--- src/rtl/wave_seq_pkg.sv ---
// wave_seq_pkg: shared state type and width constants for the waveform
// sample-memory address sequencer.
package wave_seq_pkg;

  typedef enum logic [1:0] {
    IDLE  = 2'd0,
    RUN   = 2'd1,
    DRAIN = 2'd2
  } state_t;

  // Cycles spent flushing the memory/sample pipeline after stop.
  localparam int DRAIN_LEN  = 2;

  localparam int MEM_ADDR_W = 12;
  localparam int SAMPLE_W   = 12;

endpackage

--- src/rtl/phase_accumulator.sv ---
// phase_accumulator: one channel's step register, optional start-offset
// register and phase accumulator. The top address bits of the accumulator
// are exported as the memory index for this channel.
// Optional feature macro: WAVE_SEQ_PHASE_OFFSET_EN (start phase from offset).
module phase_accumulator #(
  parameter int ACC_W      = 24,
  parameter int DEPTH_LOG2 = 5
) (
  input  logic                  clk,
  input  logic                  rst,
  input  logic                  load,
  input  logic                  advance,
  input  logic                  cfg_we,
  input  logic [ACC_W-1:0]      cfg_step,
`ifdef WAVE_SEQ_PHASE_OFFSET_EN
  input  logic [ACC_W-1:0]      cfg_offset,
`endif
  output logic [DEPTH_LOG2-1:0] phase_addr
);

  logic [ACC_W-1:0] step;
  logic [ACC_W-1:0] acc;
  logic [ACC_W-1:0] start_phase;

`ifdef WAVE_SEQ_PHASE_OFFSET_EN
  logic [ACC_W-1:0] offset;

  // Offset is captured together with the step on every config write.
  always_ff @(posedge clk) begin
    if (rst) begin
      offset <= '0;
    end else if (cfg_we) begin
      offset <= cfg_offset;
    end
  end

  assign start_phase = offset;
`else
  assign start_phase = '0;
`endif

  // Step register; a write coinciding with an advance only affects later advances.
  always_ff @(posedge clk) begin
    if (rst) begin
      step <= '0;
    end else if (cfg_we) begin
      step <= cfg_step;
    end
  end

  // Accumulator: reload on start, otherwise add the step with silent wrap.
  always_ff @(posedge clk) begin
    if (rst) begin
      acc <= '0;
    end else if (load) begin
      acc <= start_phase;
    end else if (advance) begin
      acc <= acc + step;
    end
  end

  assign phase_addr = acc[ACC_W-1 -: DEPTH_LOG2];

endmodule

--- src/rtl/wave_sequencer.sv ---
// wave_sequencer: round-robin address sequencer for the shared waveform
// sample memory. One issue per RUN cycle; the returning sample is tagged
// with its channel two cycles later.
// Optional feature macro: WAVE_SEQ_PHASE_OFFSET_EN (adds cfg_offset port).
//
//   state | meaning
//   IDLE  | no issues; start loads accumulators and enters RUN
//   RUN   | issue channel ch_ptr every cycle; stop enters DRAIN (no issue)
//   DRAIN | DRAIN_LEN cycles without issues while the pipeline empties
module wave_sequencer
  import wave_seq_pkg::*;
#(
  parameter int CHANNELS   = 2,
  parameter int ACC_W      = 24,
  parameter int DEPTH_LOG2 = 5
) (
  input  logic                        clk,
  input  logic                        rst,
  input  logic                        start,
  input  logic                        stop,
  input  logic                        cfg_we,
  input  logic [$clog2(CHANNELS)-1:0] cfg_ch,
  input  logic [ACC_W-1:0]            cfg_step,
`ifdef WAVE_SEQ_PHASE_OFFSET_EN
  input  logic [ACC_W-1:0]            cfg_offset,
`endif
  output logic [MEM_ADDR_W-1:0]       mem_address,
  input  logic [SAMPLE_W-1:0]         mem_sample,
  output logic [SAMPLE_W-1:0]         sample_out,
  output logic [$clog2(CHANNELS)-1:0] sample_ch,
  output logic                        sample_valid,
  output logic                        busy
);

  localparam int CH_W = $clog2(CHANNELS);

  state_t                state;
  state_t                state_nx;
  logic [1:0]            drain_cnt;
  logic [CH_W-1:0]       ch_ptr;
  logic                  start_ok;
  logic                  issue;
  logic [DEPTH_LOG2-1:0] phase_addr [CHANNELS];
  logic [MEM_ADDR_W-1:0] issue_addr;
  logic [MEM_ADDR_W-1:0] addr_q;
  logic                  v1;
  logic [CH_W-1:0]       ch1;

  for (genvar c = 0; c < CHANNELS; c++) begin : g_ch
    phase_accumulator #(
      .ACC_W      (ACC_W),
      .DEPTH_LOG2 (DEPTH_LOG2)
    ) u_acc (
      .clk        (clk),
      .rst        (rst),
      .load       (start_ok),
      .advance    (issue && (ch_ptr == CH_W'(c))),
      .cfg_we     (cfg_we && (cfg_ch == CH_W'(c))),
      .cfg_step   (cfg_step),
`ifdef WAVE_SEQ_PHASE_OFFSET_EN
      .cfg_offset (cfg_offset),
`endif
      .phase_addr (phase_addr[c])
    );
  end

  // State register.
  always_ff @(posedge clk) begin
    if (rst) begin
      state <= IDLE;
    end else begin
      state <= state_nx;
    end
  end

  // Next state, start acceptance and issue decision; stop beats start in IDLE.
  always_comb begin
    state_nx = state;
    start_ok = 1'b0;
    issue    = 1'b0;
    case (state)
      IDLE: begin
        if (start && !stop) begin
          start_ok = 1'b1;
          state_nx = RUN;
        end
      end
      RUN: begin
        if (stop) begin
          state_nx = DRAIN;
        end else begin
          issue = 1'b1;
        end
      end
      DRAIN: begin
        if (drain_cnt == '0) begin
          state_nx = IDLE;
        end
      end
      default: state_nx = IDLE;
    endcase
  end

  // Drain timer: loaded on stop, counts down to its terminal value in DRAIN.
  always_ff @(posedge clk) begin
    if (rst) begin
      drain_cnt <= '0;
    end else if (state == RUN && stop) begin
      drain_cnt <= 2'(DRAIN_LEN - 1);
    end else if (state == DRAIN && drain_cnt != '0) begin
      drain_cnt <= drain_cnt - 1'b1;
    end
  end

  // Round-robin channel pointer.
  always_ff @(posedge clk) begin
    if (rst) begin
      ch_ptr <= '0;
    end else if (start_ok) begin
      ch_ptr <= '0;
    end else if (issue) begin
      ch_ptr <= (ch_ptr == CH_W'(CHANNELS - 1)) ? '0 : ch_ptr + 1'b1;
    end
  end

  // Zero-extended memory index of the channel currently being issued.
  always_comb begin
    issue_addr = '0;
    issue_addr[DEPTH_LOG2-1:0] = phase_addr[ch_ptr];
  end

  // Last issued address, held on the bus whenever nothing is issued.
  always_ff @(posedge clk) begin
    if (rst) begin
      addr_q <= '0;
    end else if (issue) begin
      addr_q <= issue_addr;
    end
  end

  assign mem_address = issue ? issue_addr : addr_q;
  assign busy        = (state != IDLE);

  // Two-stage valid/channel pipeline matching the one-cycle memory read.
  always_ff @(posedge clk) begin
    if (rst) begin
      v1           <= 1'b0;
      ch1          <= '0;
      sample_valid <= 1'b0;
      sample_ch    <= '0;
      sample_out   <= '0;
    end else begin
      v1           <= issue;
      sample_valid <= v1;
      if (issue) begin
        ch1 <= ch_ptr;
      end
      if (v1) begin
        sample_ch  <= ch1;
        sample_out <= mem_sample;
      end
    end
  end

endmodule

--- config.mk ---
export PLATFORM = sky130hd
export DESIGN_NAME = wave_sequencer
export DESIGN_NICKNAME = d
export VERILOG_FILES = /design/src/rtl/wave_seq_pkg.sv /design/src/rtl/phase_accumulator.sv /design/src/rtl/wave_sequencer.sv
export SDC_FILE = /design/constraint.sdc
export NUM_CORES = 1
export LEC_CHECK = 0
export CAP_MARGIN = 20
export CORE_MARGIN = 2
export CORE_UTILIZATION = 41
export DETAILED_ROUTE_END_ITERATION = 16
export MAX_ROUTING_LAYER = met4
export PLACE_DENSITY = 0.72
export REMOVE_ABC_BUFFERS = 1
export SLEW_MARGIN = 20
export SYNTH_ARGS = -nofsm -noshare
export SYNTH_HDL_FRONTEND = slang
export SYNTH_SLANG_ARGS = --single-unit
--- constraint.sdc ---
create_clock -name clk -period 3.82 [get_ports clk]
set_input_delay 0.764 -clock clk [delete_from_list [all_inputs] [get_ports clk]]
set_output_delay 0.764 -clock clk [all_outputs]
set_load 0.01 [all_outputs]
Word-level counts from Yosys, hierarchy flattened
Index checks and enable logic that the tools add are counted.
- bitwise operators: 3
- muxes and demuxes: 15
- reduce and logical (&&, ||, !) cells: 16
- equal/unequal tests: 5
- add/subtract/negate cells: 4
- $lt $le $gt $ge: 1
- operator list (operator ; number):
    $add A24 B24 Y24 ; 2
    $mux W5 ; 3
    $mux W12 ; 1
    $logic_and A1 B1 Y1 ; 7
    $mux W1 ; 7
    $mux W2 ; 3
    $ne A2 B2 Y1 const B ; 3
    $pmux W2 S3 ; 1
    $reduce_bool A2 Y1 ; 3
    $logic_not A2 Y1 ; 2
    $reduce_or A2 Y1 ; 2
    $reduce_and A3 Y1 ; 1
    $eq A2 B1 Y1 const B ; 1
    $eq A2 B2 Y1 const B ; 1
    $ge A2 B2 Y1 const B ; 1
    $not A1 Y1 ; 2
    $not A1 Y2 ; 1
    $sub A2 B1 Y2 const B ; 1
    $add A1 B1 Y1 const B ; 1
    $logic_not A1 Y1 ; 1
- bits in registers: 129
- word-level logic and storage cells: 58
- output and inout port bits: 27

Depth between registers and ports, before layout
- word-level depth: 5
- mapped depth: 9
- depth with buffers taken out: 9

Hierarchy
From an unflattened synthesis, not the netlist that was laid out.
- cell total of the unflattened synthesis: 813
- area total of the unflattened synthesis: 7267.0 sq um
- by module, submodules not included (module ; area each (sq um) ; cells an instance ; times used):
    phase_accumulator (g_ch[1].u_acc) ; 2995.4 ; 344 ; 1
    phase_accumulator (g_ch[0].u_acc) ; 2954.1 ; 332 ; 1
    wave_sequencer ; 1317.5 ; 137 ; 1

Least setup slack after synthesis
No wires, ideal clock.
- path kind: reg2reg
- start point: register g_ch[0].u_acc.acc[0]
- end point: register g_ch[0].u_acc.acc[18]
- arrival: 2.288 ns
- path slack: 1.411 ns
- period minus slack after synthesis: 2.409 ns
- setup time: 0.122 ns
- buffers on the path: 0
- stages on the path, launching flop included: 9
- required time: 3.698 ns
- path through: dfxtp_1 -> ha_1 -> fa_1 -> a21o_1 -> a221oi_2 -> nor4_1 -> a211oi_1 -> o21ai_0 -> a221o_1
- word-level cells in the longest chain between the ends: 1
- RTL lines (element ; RTL line ; text):
    start, declared ; phase_accumulator.sv:22 ; logic [ACC_W-1:0] acc;
    start signal, assigned ; phase_accumulator.sv:56 ; acc <= start_phase;
    start signal, assigned ; phase_accumulator.sv:58 ; acc <= acc + step;
    $add A24 B24 Y24 ; phase_accumulator.sv:58 ;
Every way passes these cells.
A chain may end at the register's enable or synchronous reset.

==> run summary <==
Post_cts resized: 0
Die Ht: 133 µm
Clock Latency Late Sink: 0.42 ns
Most common cell after layout, fill and taps aside: nand2_1
YS warnings: 0
Slew Limit Headroom: 34.9%
First-pass GRT wire length: 27300 µm
Met1 global-route usage: 26.4%
Top FF cell, synth: dfxtp_1
Global route overflow: 0
Number of global-route vias before repair: 5544
Clk slew on worst S/H paths: 0.06 ns
DR pass1 iterations: 4
Largest net degree at the start of global routing: 70
Critical path's largest stage delay: 0.48 ns
Die Area: 17600 µm²
XOR/XNOR Fraction of Synth Area: 4.53%
Number of synthesized flops with an enable pin: 0
Net Sw Frac: 23.6%
Sequential Power Share: 42.2%
Gr busiest metal: met2
Critical path endpoint category: output port
Setup violators final: 0
P per Cell Area: 404 nW/µm²
Area Growth Syn to Fin: 21.2%
Hold Fails Final Rpt: 0
# rows: 46
DR WL/cell: 14.5 µm
Hold crit path type: reg2reg
Share of the synthesized area in the top cell type: 38.1%
P_leak: 3.25 nW
Layout cells sized above 1: 6.26%
Period Utilization, post-route: 88.9%
Met2 global-route usage: 29.8%
#FFs+latches synth: 129
Starting Density: 42.3%
Diodes inserted: 0
Post-synth cell types: 57
Gpl congestion: 0.925
Detailed Place HPWL: 11800 µm
Data required time of the critical path: 3.06 ns
Status: finished clean
H-tree depth: 4
Combinational share of power: 6.8%
Peak VDD IR: 0.295 mV
RSZ-0062 raised after global routing: no
Clock Power Share: 51.0%
Commonest cells after routing, fill and taps aside: nand2_1, dfxtp_1, a21oi_1, clkdlybuf4s50_1, ha_1
Initial antenna violation count: 0
Clock Skew: 0.00658 ns
Worst path bufs/invs: 3
Critical Path AT: 2.63 ns
Adder-Cell Fraction of Synth Area: 9.27%
I/O pin cnt: 69
Final #Nets: 988
CTS Buf Count: 17
Final ANT Viol Nets: 0
CTS sink count: 129
DRC errors left: 0
Mapped cell area: 6770 µm²
Sequential share of the synthesized area: 38.1%
Area fraction in compound gates after synthesis: 20.6%
Max Cap Viol: 0
All-Layer GR Usage: 19.8%
Ranking of synthesized cells by area: dfxtp_1, nand2_1, ha_1
Worst-margin pin slew: 0.977 ns
CP top delay family: buffers and inverters
Period minus WS final: 3.40 ns
Post-synthesis mux area share: 3.10%
Worst-path fanout max: 12
Via count: 5897
Die Width: 133 µm
Hold_ws: 0.456 ns
Syn_area_per_cell: 7.99 µm²
CP max-delay cell: clkdlybuf4s50_1
Port bufs: 68
Mapped Cells: 848
Initial drt markers: 336
Setup bufs post-CTS: 0
GR Util met3: 4.29%
Drt total wl: 16400 µm
Cell taking the most area after synthesis: dfxtp_1
Core area: 16000 µm²
Synth Area in Simple Gates: 21.2%
CTS tree: yes
P_int: 0.00253 W
Vias per Instance: 5.24
Critical-path cell list: clkdlybuf4s50_1 > nor2_1 > nand2_1 > buf_4 > and2_1 > clkdlybuf4s50_1
Main combinational cell family by area after synthesis: simple AND/OR/NAND/NOR gates
CTS Hold Buffers Added: 0
Setup Crit Path Kind: in2out
Critical Path Most Common Cell: clkdlybuf4s50_1
Max Root-Sink Buffers: 2
Synth async-reset ratio: 0%
Root Buffer: clkbuf_16
FMAX: 294 MHz
Switching power: 0.000781 W
Setup TNS: 0 ns
CP Launch Type: primary input
Final Slew Violations: 0
[cells in the mapped netlist (2+ instances only)]
master    number
o21bai_1       3
clkbuf_1      38
and3_1         4
o31ai_1        2
o21ai_0       44
a21oi_1      114
buf_2          2
a221o_1        3
a211oi_1       8
nand2_1      199
dfxtp_1      129
o211ai_1       5
and2_1         9
xor2_1        15
nand2b_1       5
or3_1          5
mux2i_1       21
a21o_1        16
nand3_1       17
xnor2_1       20
and4_1         2
fa_1           2
nor2b_1       18
nor2_1        44
o21ai_1        2
a211o_1        2
buf_1          4
a31o_2         3
inv_1         12
ha_1          47
o21a_1         6
nor3_1         7
nand4_1        8
a31oi_1        7
or2_2          3
[cells by family (layout without fill, tap and decap cells)]
group	count (synthesis)	after routing
adders and majority gates	49	49
and+or+nand+nor	328	328
AOI/OAI and AO/OA	230	230
buffers and inverters	56	118
xor gates and xnor gates	35	35
DFF	129	129
muxes	21	21
[per-stage QoR]
| stage | std cells | worst slack, ns | power, W | util (%) | area, µm² |
|---|---|---|---|---|---|
| 5_1_grt | 1126 | 0.212 | 0.00343 | 51.3 | 8210 |
| 2_1_floorplan | 804 | 1.28 | 0.00154 | - | 6610 |
| 3_3_place_gp | 1094 | 0.512 | 0.00165 | 47.5 | 7600 |
| 3_5_place_dp | 1094 | 0.439 | 0.00165 | 47.5 | 7600 |
| 6_report | 1126 | 0.423 | 0.00331 | 51.3 | 8210 |
| 4_1_cts | 1126 | 0.423 | 0.00334 | 51.3 | 8210 |
[worst reg2reg max path: stages (launching register included)]
cell	delay (ns)
dfxtp_1	0.31
ha_1	0.22
fa_1	0.40
a21o_1	0.20
a221oi_1	0.51
o221ai_1	0.32
a21boi_2	0.35
o221a_2	0.25
xor2_1	0.13
o21ai_0	0.08
[registers in the layout, indices dropped and copies added (netlist names), 2 cells and up]
signal           flops
state                2
drain_cnt            2
g_ch.u_acc.acc      48
addr_q              12
sample_out          12
g_ch.u_acc.step     48
[path summary, 6_finish.rpt]
check,depth (start not counted),endpoint,startpoint,slack (ns)
worst max-delay path,6,mem_address[9],stop,0.42
worst min-delay path,2,g_ch[0].u_acc.acc[14],g_ch[0].u_acc.acc[14],0.46
worst max register to register,9,g_ch[1].u_acc.acc[22],g_ch[1].u_acc.acc[0],0.91
worst min register to register,2,g_ch[0].u_acc.acc[14],g_ch[0].u_acc.acc[14],0.46
[power groups by stage]
stage	Clock, W	Combinational [W]	Sequential, W
5_1_grt	0.00178	0.000251	0.00140
3_5_place_dp	0	0.000225	0.00143
6_report	0.00169	0.000227	0.00140
2_1_floorplan	0	0.000119	0.00142
4_1_cts	0.00172	0.000227	0.00140
3_3_place_gp	0	0.000222	0.00143
[metal layers]
layer	wire length, µm	up-vias	part of all wire (%)
met1	8250	2713	50
met3	670	22	4.1
met2	7190	110	44
li1	-	3052	-
met4	267	0	1.6
met5	0	-	0
[final cells by class]
type | count | area [µm²]
Multi-Input combinational cell | 663 | 3980
Clock inverter | 12 | 158
Clock buffer | 20 | 457
Inverter | 12 | 45.0
Tap cell | 216 | 270
Timing Repair Buffer | 74 | 721
Fill cell | 1552 | 7790
Sequential cell | 129 | 2580
(Power assumes the default switching activity.)
